**config.mk**
```make
export PLATFORM = sky130hd
export DESIGN_NAME = mem_port_arbiter_flat
export DESIGN_NICKNAME = d
export VERILOG_FILES = /design/src/rtl/cpu_mem_pkg.sv /design/src/rtl/mem_port_arbiter_if.sv /design/src/rtl/mem_arb_prio.sv /design/src/rtl/mem_port_arbiter.sv /design/src/flat_wrapper.sv
export SDC_FILE = /design/constraint.sdc
export NUM_CORES = 1
export LEC_CHECK = 0
export ABC_CLOCK_PERIOD_IN_PS = 2280
export CAP_MARGIN = 20
export CORE_AREA = 4 4 106 108
export DETAILED_ROUTE_END_ITERATION = 12
export DIE_AREA = 0 0 110 112
export SYNTH_ARGS = -nofsm -noshare
export SYNTH_HDL_FRONTEND = slang
export SYNTH_SLANG_ARGS = --single-unit
```
**constraint.sdc**
```tcl
create_clock -name clk -period 2.28 [get_ports clk]
set_clock_uncertainty 0.2 [all_clocks]
set_input_delay 0.228 -clock clk [delete_from_list [all_inputs] [get_ports clk]]
set_output_delay 0.228 -clock clk [all_outputs]
set_load 0.02 [all_outputs]
```
**src/rtl/cpu_mem_pkg.sv**
```systemverilog
// Shared types for the CPU memory subsystem: default bus widths,
// the read-owner tag and the arbiter state encoding.
package cpu_mem_pkg;

  localparam int CPU_ADDR_W = 32;
  localparam int CPU_DATA_W = 32;

  typedef enum logic [1:0] {
    OWN_NONE = 2'd0,
    OWN_IF   = 2'd1,
    OWN_D    = 2'd2
  } owner_e;

  typedef enum logic {
    ARB_IDLE = 1'b0,
    ARB_WAIT = 1'b1
  } arb_state_e;

endpackage

```
**src/rtl/mem_port_arbiter_if.sv**
```systemverilog
// Bundle of the fetch, load/store and memory-port signals around the
// arbiter. The master side is the surrounding pipeline plus memory;
// the slave side is the arbiter itself.
interface mem_port_arbiter_if
  import cpu_mem_pkg::*;
#(
  parameter int ADDR_W = CPU_ADDR_W,
  parameter int DATA_W = CPU_DATA_W
);

  // Fetch requester
  logic              if_req;
  logic [ADDR_W-1:0] if_addr;
  logic              if_gnt;
  logic              if_rvalid;
  logic [DATA_W-1:0] if_rdata;

  // Load/store requester
  logic                d_req;
  logic                d_we;
  logic [DATA_W/8-1:0] d_be;
  logic [ADDR_W-1:0]   d_addr;
  logic [DATA_W-1:0]   d_wdata;
  logic                d_gnt;
  logic                d_rvalid;
  logic [DATA_W-1:0]   d_rdata;

  // Shared memory port
  logic                mem_en;
  logic                mem_we;
  logic [DATA_W/8-1:0] mem_be;
  logic [ADDR_W-1:0]   mem_addr;
  logic [DATA_W-1:0]   mem_wdata;
  logic [DATA_W-1:0]   mem_rdata;

  modport master (
    output if_req, if_addr,
    input  if_gnt, if_rvalid, if_rdata,
    output d_req, d_we, d_be, d_addr, d_wdata,
    input  d_gnt, d_rvalid, d_rdata,
    input  mem_en, mem_we, mem_be, mem_addr, mem_wdata,
    output mem_rdata
  );

  modport slave (
    input  if_req, if_addr,
    output if_gnt, if_rvalid, if_rdata,
    input  d_req, d_we, d_be, d_addr, d_wdata,
    output d_gnt, d_rvalid, d_rdata,
    output mem_en, mem_we, mem_be, mem_addr, mem_wdata,
    input  mem_rdata
  );

endinterface

```
**src/rtl/mem_arb_prio.sv**
```systemverilog
// Winner selection between fetch and load/store. Data normally wins;
// the starvation counter forces one fetch grant after STARVE_MAX
// consecutive data grants taken while fetch was waiting.
module mem_arb_prio #(
  parameter int STARVE_MAX = 4
) (
  input  logic clk,
  input  logic rst,
  input  logic ifReq_i,
  input  logic dReq_i,
  input  logic grantOk_i,
  output logic ifGnt_o,
  output logic dGnt_o
);

  localparam logic [3:0] STARVE_LIM = 4'(STARVE_MAX);

  logic [3:0] starveCnt_q;
  logic [3:0] starveCnt_d;
  logic       fetchFirst;

  // Pick the winner for this cycle; fetch overrides data only once starved
  always_comb begin
    fetchFirst = ifReq_i && (starveCnt_q == STARVE_LIM);
    ifGnt_o    = grantOk_i && ifReq_i && (fetchFirst || !dReq_i);
    dGnt_o     = grantOk_i && dReq_i && !fetchFirst;
  end

  // Count data grants that bypassed a waiting fetch, saturating at the limit
  always_comb begin
    starveCnt_d = starveCnt_q;
    if (!ifReq_i || ifGnt_o) begin
      starveCnt_d = 4'd0;
    end else if (dGnt_o && (starveCnt_q != STARVE_LIM)) begin
      starveCnt_d = starveCnt_q + 4'd1;
    end
  end

  // Starvation counter register
  always_ff @(posedge clk) begin
    if (rst) begin
      starveCnt_q <= 4'd0;
    end else begin
      starveCnt_q <= starveCnt_d;
    end
  end

endmodule

```
**src/rtl/mem_port_arbiter.sv**
```systemverilog
// Shares the single unified memory port between instruction fetch and
// the load/store unit. One grant per cycle, reads return MEM_LAT cycles
// later and are steered back to whichever requester issued them.
module mem_port_arbiter
  import cpu_mem_pkg::*;
#(
  parameter int ADDR_W     = CPU_ADDR_W,
  parameter int DATA_W     = CPU_DATA_W,
  parameter int MEM_LAT    = 1,
  parameter int STARVE_MAX = 4
) (
  input logic               clk,
  input logic               rst,
  mem_port_arbiter_if.slave bus
);

  localparam int         BE_W     = DATA_W / 8;
  localparam logic [2:0] LAT_LOAD = 3'(MEM_LAT);

  arb_state_e state_q;
  arb_state_e state_d;
  logic [2:0] latCnt_q;
  logic [2:0] latCnt_d;
  owner_e     owner_q;
  owner_e     owner_d;

  logic returnCycle;
  logic grantOk;
  logic ifGnt;
  logic dGnt;

  logic              muxEn;
  logic              muxWe;
  logic [BE_W-1:0]   muxBe;
  logic [ADDR_W-1:0] muxAddr;
  logic [DATA_W-1:0] muxWdata;

  // Reset masks every grant and return so nothing leaks out while rst is high
  assign returnCycle = !rst && (state_q == ARB_WAIT) && (latCnt_q == 3'd1);
  assign grantOk     = !rst && ((state_q == ARB_IDLE) || returnCycle);

  mem_arb_prio #(
    .STARVE_MAX (STARVE_MAX)
  ) u_prio (
    .clk       (clk),
    .rst       (rst),
    .ifReq_i   (bus.if_req),
    .dReq_i    (bus.d_req),
    .grantOk_i (grantOk),
    .ifGnt_o   (ifGnt),
    .dGnt_o    (dGnt)
  );

  assign bus.if_gnt   = ifGnt;
  assign bus.d_gnt    = dGnt;
  assign bus.if_rdata = bus.mem_rdata;
  assign bus.d_rdata  = bus.mem_rdata;

  // FSM next state, latency countdown, read owner and return strobes
  always_comb begin
    state_d       = state_q;
    latCnt_d      = latCnt_q;
    owner_d       = owner_q;
    bus.if_rvalid = 1'b0;
    bus.d_rvalid  = 1'b0;

    if (state_q == ARB_WAIT) begin
      if (latCnt_q == 3'd1) begin
        state_d  = ARB_IDLE;
        latCnt_d = 3'd0;
        owner_d  = OWN_NONE;
      end else begin
        latCnt_d = latCnt_q - 3'd1;
      end
    end

    if (returnCycle) begin
      bus.if_rvalid = (owner_q == OWN_IF);
      bus.d_rvalid  = (owner_q == OWN_D);
    end

    // A read granted in the return cycle takes over the freshly freed slot
    if (ifGnt) begin
      state_d  = ARB_WAIT;
      latCnt_d = LAT_LOAD;
      owner_d  = OWN_IF;
    end else if (dGnt && !bus.d_we) begin
      state_d  = ARB_WAIT;
      latCnt_d = LAT_LOAD;
      owner_d  = OWN_D;
    end
  end

  // Arbiter state registers; reset drops any read still in flight
  always_ff @(posedge clk) begin
    if (rst) begin
      state_q  <= ARB_IDLE;
      latCnt_q <= 3'd0;
      owner_q  <= OWN_NONE;
    end else begin
      state_q  <= state_d;
      latCnt_q <= latCnt_d;
      owner_q  <= owner_d;
    end
  end

  // Drive the memory port from the winner, or hold it fully quiet
  always_comb begin
    muxEn    = 1'b0;
    muxWe    = 1'b0;
    muxBe    = '0;
    muxAddr  = '0;
    muxWdata = '0;
    if (ifGnt) begin
      muxEn   = 1'b1;
      muxBe   = '1;
      muxAddr = bus.if_addr;
    end else if (dGnt) begin
      muxEn    = 1'b1;
      muxWe    = bus.d_we;
      muxBe    = bus.d_be;
      muxAddr  = bus.d_addr;
      muxWdata = bus.d_wdata;
    end
  end

  assign bus.mem_en    = muxEn;
  assign bus.mem_we    = muxWe;
  assign bus.mem_be    = muxBe;
  assign bus.mem_addr  = muxAddr;
  assign bus.mem_wdata = muxWdata;

endmodule

```
**src/flat_wrapper.sv**
```systemverilog
// flat-port wrapper written by rule: the top's interface ports become plain ports
module mem_port_arbiter_flat import cpu_mem_pkg::*;
#(
  parameter int ADDR_W     = CPU_ADDR_W,
  parameter int DATA_W     = CPU_DATA_W,
  parameter int MEM_LAT    = 1,
  parameter int STARVE_MAX = 4
)
  (clk, rst, bus_if_req, bus_if_addr, bus_if_gnt, bus_if_rvalid, bus_if_rdata, bus_d_req, bus_d_we, bus_d_be, bus_d_addr, bus_d_wdata, bus_d_gnt, bus_d_rvalid, bus_d_rdata, bus_mem_en, bus_mem_we, bus_mem_be, bus_mem_addr, bus_mem_wdata, bus_mem_rdata);
  mem_port_arbiter_if #(.ADDR_W(ADDR_W), .DATA_W(DATA_W)) bus_i ();
  input logic clk;
  input logic rst;
  input wire logic [$bits(bus_i.if_req)-1:0] bus_if_req;
  input wire logic [$bits(bus_i.if_addr)-1:0] bus_if_addr;
  output wire logic [$bits(bus_i.if_gnt)-1:0] bus_if_gnt;
  output wire logic [$bits(bus_i.if_rvalid)-1:0] bus_if_rvalid;
  output wire logic [$bits(bus_i.if_rdata)-1:0] bus_if_rdata;
  input wire logic [$bits(bus_i.d_req)-1:0] bus_d_req;
  input wire logic [$bits(bus_i.d_we)-1:0] bus_d_we;
  input wire logic [$bits(bus_i.d_be)-1:0] bus_d_be;
  input wire logic [$bits(bus_i.d_addr)-1:0] bus_d_addr;
  input wire logic [$bits(bus_i.d_wdata)-1:0] bus_d_wdata;
  output wire logic [$bits(bus_i.d_gnt)-1:0] bus_d_gnt;
  output wire logic [$bits(bus_i.d_rvalid)-1:0] bus_d_rvalid;
  output wire logic [$bits(bus_i.d_rdata)-1:0] bus_d_rdata;
  output wire logic [$bits(bus_i.mem_en)-1:0] bus_mem_en;
  output wire logic [$bits(bus_i.mem_we)-1:0] bus_mem_we;
  output wire logic [$bits(bus_i.mem_be)-1:0] bus_mem_be;
  output wire logic [$bits(bus_i.mem_addr)-1:0] bus_mem_addr;
  output wire logic [$bits(bus_i.mem_wdata)-1:0] bus_mem_wdata;
  input wire logic [$bits(bus_i.mem_rdata)-1:0] bus_mem_rdata;
  assign bus_i.if_req = bus_if_req;
  assign bus_i.if_addr = bus_if_addr;
  assign bus_if_gnt = bus_i.if_gnt;
  assign bus_if_rvalid = bus_i.if_rvalid;
  assign bus_if_rdata = bus_i.if_rdata;
  assign bus_i.d_req = bus_d_req;
  assign bus_i.d_we = bus_d_we;
  assign bus_i.d_be = bus_d_be;
  assign bus_i.d_addr = bus_d_addr;
  assign bus_i.d_wdata = bus_d_wdata;
  assign bus_d_gnt = bus_i.d_gnt;
  assign bus_d_rvalid = bus_i.d_rvalid;
  assign bus_d_rdata = bus_i.d_rdata;
  assign bus_mem_en = bus_i.mem_en;
  assign bus_mem_we = bus_i.mem_we;
  assign bus_mem_be = bus_i.mem_be;
  assign bus_mem_addr = bus_i.mem_addr;
  assign bus_mem_wdata = bus_i.mem_wdata;
  assign bus_i.mem_rdata = bus_mem_rdata;
  mem_port_arbiter #(.ADDR_W(ADDR_W), .DATA_W(DATA_W), .MEM_LAT(MEM_LAT), .STARVE_MAX(STARVE_MAX)) u_core (.clk(clk), .rst(rst), .bus(bus_i));
endmodule
```
Word-level counts from Yosys, hierarchy flattened. Index checks and enable logic that the tools add are counted.

Bitwise gates (word level): 1. Mux-type cells: 24. Equality and inequality tests: 5. Reduce and logical (&&, ||, !) cells: 27. Add/subtract/negate cells: 2.

Operator list (count): $mux W32 (4); $mux W1 (14); $logic_and A1 B1 Y1 (10); $mux W4 (2); $mux W2 (3); $reduce_bool A3 Y1 (2); $logic_not A1 Y1 (5); $add A4 B1 Y4 const B (1); $eq A4 B3 Y1 const B (1); $ne A4 B3 Y1 const B (1); $reduce_and A2 Y1 (2); $reduce_bool A2 Y1 (2); $reduce_or A2 Y1 (2); $eq A3 B1 Y1 const B (1); $logic_or A1 B1 Y1 (3); $mux W3 (1); $reduce_or A3 Y1 (1); $sub A3 B1 Y3 const B (1); $eq A2 B1 Y1 const B (1); $eq A2 B2 Y1 const B (1); $not A1 Y1 (1).

Output and inout bits: 138. Register bits after elaboration: 10. Bits of input ports: 137.

Logic depth before layout (Yosys ltp).
Word-level depth: 10. Mapped depth: 8.

By module. A second synthesis with hierarchy kept.

Cells, all modules: 211. Area, all modules: 1680.4 sq um.

Modules (own cells, without submodules): mem_port_arbiter (instances 1, cells each 182, area each 1416.4 sq um); mem_arb_prio (instances 1, cells each 29, area each 264.0 sq um).

Worst setup path after synthesis. OpenSTA, ideal clock, no wires.

Path kind: register -> output. Start: register u_core.u_prio.starveCnt_q[0]. End: output port bus_mem_wdata[26]. Setup slack: 110 ps. Arrival time: 1742 ps. Cell stages (with the launch flop): 8. Path buffers: 2. Data required time: 1852 ps. Path through: dfxtp_1 inv_1 ha_1 and4b_4 a2111oi_4 buf_6 buf_4 and2_1.

Cells in the longest elaborated chain, start to end: 6. Elaborated cells on any way between the ends: 8. Those cells by class: eq/ne: 1; mux: 2; reduce/logical: 5.

RTL lines: from (decl) (RTL line mem_arb_prio.sv:18) `logic [3:0] starveCnt_q;`; from (signal assigned) (RTL line mem_arb_prio.sv:44) `starveCnt_q <= starveCnt_d;`; $eq A4 B3 Y1 (RTL line mem_arb_prio.sv:24) `fetchFirst = ifReq_i && (starveCnt_q == STARVE_LIM);`; $logic_and A1 B1 Y1 (RTL line mem_arb_prio.sv:24); $logic_not A1 Y1 (RTL line mem_arb_prio.sv:26) `dGnt_o = grantOk_i && dReq_i && !fetchFirst;`; $logic_and A1 B1 Y1 (RTL line mem_arb_prio.sv:26); named net bus_d_gnt (RTL line flat_wrapper.sv:23) `output wire logic [$bits(bus_i.d_gnt)-1:0] bus_d_gnt;`; $mux W32 (RTL line mem_port_arbiter.sv:118) `end else if (dGnt) begin`; $mux W32 (RTL line mem_port_arbiter.sv:114) `if (ifGnt) begin`; to (decl) (RTL line flat_wrapper.sv:30) `output wire logic [$bits(bus_i.mem_wdata)-1:0] bus_mem_wdata;`.

The timed path passes the listed nets, and every way through them passes these cells.

Worst setup path in the final report.
Start: register u_core.latCnt_q[1]. End: output port bus_mem_addr[6].

Cells in the longest elaborated chain, start to end: 8. Elaborated cells on any way between the ends: 10. Those cells by class: eq/ne: 1; mux: 2; reduce/logical: 7.

RTL lines: from (decl) (RTL line mem_port_arbiter.sv:22) `logic [2:0] latCnt_q;`; from (signal assigned) (RTL line mem_port_arbiter.sv:102) `latCnt_q <= latCnt_d;`; $eq A3 B1 Y1 * (RTL line mem_port_arbiter.sv:39) `assign returnCycle = !rst && (state_q == ARB_WAIT) && (latCnt_q == 3'd1);`; $logic_and A1 B1 Y1 * (RTL line mem_port_arbiter.sv:39); $logic_or A1 B1 Y1 * (RTL line mem_port_arbiter.sv:40) `assign grantOk = !rst && ((state_q == ARB_IDLE) || returnCycle);`; $logic_and A1 B1 Y1 * (RTL line mem_port_arbiter.sv:40); $logic_and A1 B1 Y1 (2 in a row) (RTL line mem_arb_prio.sv:26); $mux W32 (RTL line mem_port_arbiter.sv:118); $mux W32 * (RTL line mem_port_arbiter.sv:114); to (decl) (RTL line flat_wrapper.sv:29) `output wire logic [$bits(bus_i.mem_addr)-1:0] bus_mem_addr;`.

Every way passes the cells marked *; elsewhere a longest branch is shown, timed or not.

==> key figures <==
Place
  – I/O Buffers: around 180
  – Hpwl dp: ~7300 um
  – GP Congestion: between 0.7 and 0.8

Synth
  – XOR/XNOR Fraction of Synth Area: 0.00511
  – Post-Synthesis Cells: around 220
  – Most numerous cell in the Yosys netlist: buf_4
  – Post-Syn Nets: around 360
  – Fraction of the mapped netlist area in adder cells: 0.0292
  – Yosys top cell area share: 0.311
  – Post-synth top area cell: buf_4
  – Largest family of logic cells by synthesized area: buffers and inverters
  – Post-synth EDFFs: 0
  – Synth Area in Simple Gates: 0.239
  – Compound-Gate Fraction of Synth Area: 0.253
  – Post-synth ARST share: 0
  – Share of the yosys chip area belonging to registers: 0.117
  – Synth Register Bits: 10
  – Unique masters post-synth: 36
  – Synth top cells by count: 71 x buf_4, 33 x and2_1, 32 x a22o_1
  – Synthesized area per cell: roughly 8 um^2
  – Synthesized area: around 1700 um^2
  – Top FF cell, synth: dfxtp_1
  – Synth Warn #: 0
  – Synth area leaders: buf_4 31%, a22o_1 16%, and2_1 12%
  – Mux contribution to synthesized area: 0.00584

Drt
  – Post-route antenna net violation count: 0
  – Mean number of vias per cell: roughly 4.2
  – Total Routed Length: about 10000 um
  – Post-DR wirelength/cell: approximately 20 um
  – Initial DRC count: 54
  – Vias: 2136
  – Residual DRC count: 0
  – TritonRoute pass-1 iters: 4

Clock network
  – Root buffer cell: clkbuf_8
  – Hold Buf Count CTS: 0
  – TritonCTS clock tree: done
  – Clk_lat worst skew: 230 ps
  – Clock sink count: 10
  – CTS buffer count: 3
  – Reg clk slew, reported paths: around 50 ps
  – Clock Path Buffers: 2
  – H-tree Lvls: 1

Status
  – Status: complete, but fails checks
  – Failing checks: negative setup slack

Global routing
  – Largest net degree at the start of global routing: 29
  – Met3 Use GR: 0.0377
  – Total track usage: 0.141
  – Met2 Use GR: 0.274
  – Total grt overflow: 0
  – Met1 Use GR: 0.152
  – Initial antenna violation count: 0
  – GR peak layer: met2
  – First-pass GRT wire length: 13000 um
  – Vias in the first global route: between 2000 and 2500

Floorplanning
  – Initial core utilization: 0.167
  – Core ar.: 10200 um^2
  – Die X: between 100 and 150 um
  – Die height: 112 um
  – Placement Rows: 37
  – DIE AREA: between 10000 and 15000 um^2
  – I/O Pins: between 200 and 300

Power and ir drop
  – Reg power frac: 0.162
  – Pwr dens: 301 nW/um^2
  – Pleak: 1.78 nW
  – Total net switching power: a little over 0.4 mW
  – Clock power share: 0.146
  – Max IR drop VDD: between 0.15 and 0.2 mV
  – Gate power share: 0.692
  – P_int: slightly above 0.8 mW
  – Sw Share: 0.338

Layout
  – Layout cells sized above 1: 0.501
  – Final nets: a little over 500
  – Util after Layout: 0.396
  – Area grow syn2layout: 136%
  – Number of antenna diodes: 0

STA
  – Setup TNS: -4180 ps
  – Final setup violation count: 66
  – Worst Slack Setup Final: -107 ps
  – Final Max Tran Viols: 0
  – Fin crit share: 1.05
  – Fin crit period: approximately 2400 ps
  – Relative slew slack: 0.718
  – Endpoints failing hold: 0
  – Worst Tran Pin Value: 420 ps
  – Unrepaired setup endpoints after global routing: yes
  – Fmax: 419 MHz
  – Worst hold slack: 256 ps

Critical path
  – Crit path max fanout: 4
  – CP endpoint kind: primary output
  – Startpoint types: flop
  – Worst endpoint required time: roughly 1900 ps
  – Critical path class: flop to primary output
  – Crit path DAT: between 1500 and 2000 ps

Job
  – MaxCap Viol Count: 0

Worst hold path
  – Hold Crit Class: primary input to primary output
==> stage by stage <==
stage	cell area [um^2]	total power, mW	worst slack, ps	cells
floorplan	1710	0.617	110	218
global placement	3340	0.849	-503	482
detailed placement	3340	0.853	-544	482
CTS	3840	1.17	-141	500
global route	4050	1.27	-212	503
finish	4050	1.22	-107	503
==> layer usage <==
| layer | vias up | wire [um] |
|---|---|---|
| li1 | 992 | - |
| met1 | 1003 | 3610 |
| met2 | 133 | 5400 |
| met3 | 8 | 1090 |
| met4 | 0 | 48 |
| met5 | - | 0 |
==> cell usage in the layout (no fill, tap or decap), types with 3 or more instances in the layout <==
master	count
nand2b_4	3
and2_4	31
nor2_1	3
nand2_4	3
nand2_1	3
clkbuf_16	4
buf_12	9
a22o_1	31
dfxtp_1	6
clkdlybuf4s50_1	104
inv_2	3
nand2_2	6
buf_4	24
clkbuf_8	3
nand3_1	3
dfxtp_2	4
buf_6	76
a21oi_1	4
buf_16	4
inv_1	6
==> final timing paths <==
kind                                         start  cells past startpoint  slack, ps           endpoint
worst min-delay path              bus_mem_rdata[9]                      0        260     bus_d_rdata[9]
worst max-delay path            u_core.latCnt_q[1]                      9       -110    bus_mem_addr[6]
worst max register to register  u_core.latCnt_q[1]                     10        140  u_core.owner_q[0]
worst min register to register   u_core.owner_q[1]                      2        270  u_core.owner_q[1]
==> power by group through the flow <==
stage	Clock, mW	Combinational, mW	Sequential (mW)
6_report	0.178	0.842	0.197
5_1_grt	0.190	0.885	0.198
4_1_cts	0.186	0.793	0.195
3_5_place_dp	0	0.657	0.196
3_3_place_gp	0	0.653	0.196
2_1_floorplan	0	0.419	0.198
==> state kept, by name, summed over array words and instances, names as in the netlist <==
name and cells:
u_core.latCnt_q 3, u_core.owner_q 2, u_core.state_q 1, u_core.u_prio.starveCnt_q 4
==> kinds of logic (layout without fill, tap and decap cells) <==
group / after synthesis / in the layout
buffers and inverters: 86 / 235
adders and majority gates: 4 / 4
AOI/OAI and AO/OA: 48 / 48
muxes: 1 / 1
and+or+nand+nor: 68 / 68
DFF: 10 / 10
xor gates and xnor gates: 1 / 1
==> cell type report <==
class / count / area [um^2]
Fill cell: 1004 / 6180
Timing Repair Buffer: 222 / 2480
Multi-Input combinational cell: 122 / 1110
Sequential cell: 10 / 205
Tap cell: 136 / 170
Inverter: 10 / 42.5
Clock buffer: 3 / 41.3
==> worst max-delay path, stage by stage (launching register included) <==
cell	delay [ps]
dfxtp_2	320
inv_2	70
ha_4	140
nand2b_4	70
a2111oi_4	410
buf_6	200
buf_16	130
buf_6	100
a22o_1	150
buf_6	130
==> what timing repair did <==
item,CTS,global route
gates cloned,6,4
setup buffers,9,1
pin swaps,17,35
setup endpoints to repair,74,76
gates resized for setup,447,45
No activity file was read; power rests on OpenSTA's default activity.
==> edit 1 (same flow settings) <==
The package constant `CPU_ADDR_W` goes from 32 to 16.
--- a/src/rtl/cpu_mem_pkg.sv
+++ b/src/rtl/cpu_mem_pkg.sv
@@ -4,3 +4,3 @@
 
-  localparam int CPU_ADDR_W = 32;
+  localparam int CPU_ADDR_W = 16;
   localparam int CPU_DATA_W = 32;
Interface: changed (resized bus_d_addr, bus_if_addr and bus_mem_addr); port bits go from 275 to 227. No check against the original RTL was run, so the function may have changed too.
==> edit 1 against the unedited design <==
- the run still ends with setup timing left
- sequential share of layout area is 1.6 points higher
- global-route usage decreased by 6.0 points
- total power decreased by 17%
- hold slack barely moved
- sequential cell count is the same
- area after synthesis is 9.3% lower
- cell area decreased by 24%
- setup slack improved by 24 ps
- routed wire length fell by 38%
- fmax up 1.0%
- first-iteration DRC count rose by 5.6%
- synthesized cell count decreased by 8.7%
- via count fell by 22%
- non-clock buffer count decreased by 54
- critical path type unchanged
- highest routed layer unchanged
==> edit 1: results (changes against the unedited design) <==
clocking:
  cts_buffers: 3  # unchanged
  cts.clk_slew.worst_paths_ps: 50  # about the same
  clock_latency_ps: 240
  cts_root_buffer: "clkbuf_8"
  cts_max_level: 1  # unchanged
  ctsLongestPathBuffers: 2  # unchanged
place:
  portBuffers: 130  # -27%
  placed_cells: 415  # -14%
  place.detailed.hpwl_um: 4590  # -37%
  place_area_um2: 2680  # -20%
  gp_congestion: 0.780  # -0.43%
setup_path:
  cp-startpoint: "u_core.latCnt_q[1]"
  crit_slowest_cell: "a2111oi_4"
  cp_top_family: "buffers and inverters"
  slowest_delay_ps: 360  # -50 ps
  cp_data_arrival_time_ps: 1930  # -30 ps
  path_max_fanout: 5  # +1
finish:
  fin_nets: 408  # -20%
  n_fill_cell: 1067  # +6.3%
  layout-drive-gt1-share: 0.497  # -0.00472
  insertedDiodeCount: 0  # unchanged
  reg_top3: "u_core.u_prio.starveCnt_q (4), u_core.latCnt_q (3), u_core.owner_q (2)"
pwr:
  clockPowerShare: 0.227  # +0.081
  pg_seq_uw: 196
  ir_worst_vdd_mv: 0.198  # +16%
  cell_internal_pwr_uw: 692  # -14%
  power.leakage_nw: 1.39  # -22%
drt:
  vias_per_cell: 3.85  # -9.2%
  firstDrtPassIters: 4  # unchanged
  avgRoutedWirePerCell_um: 14.4  # -28%
  vias: 1673  # -22%
  first_iter_violations: 57  # +5.6%
yosys:
  syn_area_per_cell_um2: 7.80  # -0.69%
  synthFlopType: "dfxtp_1"
  syn_nets: 308  # -14%
  ys_warn_count: 0  # unchanged
  synth_edf_count: 0  # unchanged
  synth_common_cells: "buf_4 (65), and2_1 (33), a22o_1 (16)"
  synth_seq_area_share: 0.129  # +0.0121
  synth_area_leaders: "buf_4 (31%), and2_1 (13%), dfxtp_1 (13%)"
  async_reset_ff_frac: 0  # unchanged
  synth_cell_types: 35  # -2.8%
worst_hold_path:
  hold_start: "bus_mem_rdata[28]"
  hp-class: "input port to primary output"
sta:
  final-setup-viol-count: 40  # -39%
  layout_setup_ws_ps: -83.0  # +24.5 ps
  worst_pin_slew_ps: 447  # +26.6 ps
  final.setup.tns_ps: -1610  # +2570 ps
global_routing:
  antenna_found_initial: 0  # unchanged
  grt_pass1_wl_um: 8010  # -39%
  grt_usage: 0.0812  # -0.0596
  grt_max_degree: 21  # -28%
run_status:
  outcome: "complete, but fails checks"
  violations: "setup timing"
-- edit 1: per-layer routing --
layer	track usage	routed length (um)	vias to the layer above
li1	-	-	798
met4	0.0266	116	0
met2	0.157	3210	94
met5	0	0	-
met1	0.0769	2180	759
met3	0.0296	756	22
-- edit 1: cell families (layout without fill, tap and decap cells) --
logic type	count (synthesis)	after routing	synth area share
simple gates	68	68	0.263
xor+xnor	1	1	0.00564
compound gates	32	32	0.189
flops	10	10	0.129
fa+ha+maj	4	4	0.0322
mux	1	1	0.00645
buf+inv	83	182	0.375
-- edit 1: area by class of cell --
cell class / count / area [um2] / share of cell area
clock buffers: 4 / 55.1 / 0.0179
repair buffers: 168 / 1710 / 0.557
inverters: 10 / 37.5 / 0.0122
flip-flops and latches: 10 / 205 / 0.0667
multi-input cells: 106 / 895 / 0.291
well taps: 136 / 170 / 0.0554
-- edit 1: final timing paths --
kind | cells after the start | slack [ps] | end
max | 9 | -80 | bus_mem_addr[15]
min | 0 | 260 | bus_if_rdata[28]
max reg2reg | 10 | 130 | u_core.owner_q[0]
min reg2reg | 2 | 300 | u_core.owner_q[1]
-- edit 1: metrics by stage --
step           power (mW)  setup WS [ps]
2_1_floorplan       0.563           91.8
3_3_place_gp        0.683           -467
3_5_place_dp        0.688           -501
4_1_cts             0.929           -110
5_1_grt              1.07           -144
6_report             1.01          -83.0
-- edit 1: what timing repair did --
item / in CTS / in global routing
pin swaps: 9 / 23
cloned: 1 / 5
gates resized for setup: 306 / 69
endpoints found under the setup margin: 58 / 58
buffers inserted: 3 / 6
-- edit 1: worst register-to-register path: cells and delay by family (launching register included) --
family                     cells  cell delay [ps]
DFF                            1              320
and+or+nand+nor                2              160
AOI/OAI and AO/OA              2              610
adders and majority gates      1              140
buffers and inverters          5              610
==> edit 2 (same settings) <==
Made on the original files. Encoding of `owner_e`: now one-hot (3 bits for 3 values).
--- a/src/rtl/cpu_mem_pkg.sv
+++ b/src/rtl/cpu_mem_pkg.sv
@@ -7,6 +7,6 @@
 
-  typedef enum logic [1:0] {
-    OWN_NONE = 2'd0,
-    OWN_IF   = 2'd1,
-    OWN_D    = 2'd2
+  typedef enum logic [2:0] {
+    OWN_NONE = 3'b001,
+    OWN_IF   = 3'b010,
+    OWN_D    = 3'b100
   } owner_e;
Function: no difference found for any inputs over 4 cycles, from zero or initial values and one cycle with rst high; so few cycles prove little.
==> edit 2 against the unedited design <==
- setup slack gained 130 ps
- area after synthesis grew 5.6%
- clock power rose by 12%
- routed wire length shrank 7.7%
- die area is the same
- total power fell by 5.5%
- critical path depth stayed put
- cell area decreased by 12%
- sequential share of layout area grew 1.2 points
- sequential cell count grew 1
==> edit 2: results (changes against the unedited design) <==
setup_path:
  crit_slowest_cell: "dfxtp_2"
  path_max_fanout: 9  # +5
  cp_data_arrival_time_ps: 1830  # -130 ps
  cp_top_family: "simple AND/OR/NAND/NOR gates"
drt:
  vias_per_cell: 4.32  # +1.8%
  wl_met3_um: 1050  # -3.8%
  avgRoutedWirePerCell_um: 17.5  # -13%
  routed-wl-met2_um: 4900  # -9.1%
  m1WireLength_um: 3200  # -11%
run_status:
  outcome: "finished, final reports clean"
yosys:
  synth_common_cells: "buf_4 (70), nor2_1 (42), and2_1 (34)"
  synth_seq_area_share: 0.122  # +0.00484
  syn_nets: 406  # +13%
  synth_area_leaders: "buf_4 (29%), a22oi_1 (14%), dfxtp_1 (12%)"
  syn_area_per_cell_um2: 6.83  # -13%
  synth_cell_types: 34  # -5.6%
pwr:
  power.leakage_nw: 1.59  # -11%
  power_density_nw_per_um2: 321  # +6.9%
  ir_worst_vdd_mv: 0.122  # -28%
finish:
  n_fill_cell: 1090  # +8.6%
  reg_top3: "u_core.u_prio.starveCnt_q (4), u_core.latCnt_q (3), u_core.owner_q (3)"
  layout-drive-gt1-share: 0.360  # -0.141
place:
  place_area_um2: 3410  # +2.1%
  gp_congestion: 0.747  # -4.7%
  place.detailed.hpwl_um: 7020  # -4.1%
  placed_cells: 521  # +8.1%
global_routing:
  use_met1: 0.145  # -0.00687
  grt_max_degree: 21  # -28%
  use_met3: 0.0417  # +0.00406
  use_met2: 0.269  # -0.00445
  grt_pass1_vias: 2497  # +14%
  grt_usage: 0.141  # +0.000503
  grt_pass1_wl_um: 13500  # +3.7%
clocking:
  cts_buffers: 3  # unchanged
  clock_latency_ps: 240
sta:
  max_slew_margin: 0.838  # +0.119
edit 2: changes by cell type in the layout (fill, tap and decap cells not counted), moves of 4 or more:
cell       delta
and2_1       +19
buf_6        -60
buf_2        +41
a22oi_1      +28
buf_4        +11
nor2_1       +39
nand2_2       -6
clkbuf_16     -4
a21oi_1      +10
a22oi_2       +5
a22o_1       -31
and2_4       -18
edit 2: timing repair:
action | in CTS | in global routing
pin swaps | 2 | 8
resized for setup | 297 | 66
cloned | 5 | 0
hold endpoints to repair | 0 | 0
buffers inserted | 4 | 2
endpoints found under the setup margin | 74 | 64
edit 2: power by group:
group	leakage, nW	switching (mW)	total [mW]	internal, mW
Combinational	1.47	0.326	0.735	0.409
Clock	0.0228	0.0768	0.200	0.123
Sequential	0.0917	0.0103	0.216	0.206
edit 2: final cells by class:
| cell class | count | area, um2 | area share |
|---|---|---|---|
| repair buffers | 210 | 1990 | 0.556 |
| multi-input cells | 169 | 1120 | 0.314 |
| flip-flops and latches | 11 | 225 | 0.0629 |
| well taps | 136 | 170 | 0.0475 |
| clock buffers | 4 | 45.0 | 0.0126 |
| inverters | 6 | 22.5 | 0.00629 |
edit 2: final timing paths:
kind | start | endpoint | slack, ps | cells past startpoint
worst min register to register | u_core.latCnt_q[1] | u_core.latCnt_q[1] | 310 | 2
worst max register to register | u_core.latCnt_q[1] | u_core.u_prio.starveCnt_q[3] | 340 | 8
worst min-delay path | bus_mem_rdata[8] | bus_d_rdata[8] | 260 | 0
worst max-delay path | u_core.u_prio.starveCnt_q[1] | bus_mem_wdata[2] | 20 | 9
edit 2: cell families after synthesis:
family,after synthesis,share of synthesized area
AND/OR/NAND/NOR,109,0.318
flip-flops,11,0.122
buffers and inverters,85,0.326
adder cells (fa/ha/maj),4,0.0277
AO/OA/AOI/OAI,56,0.207
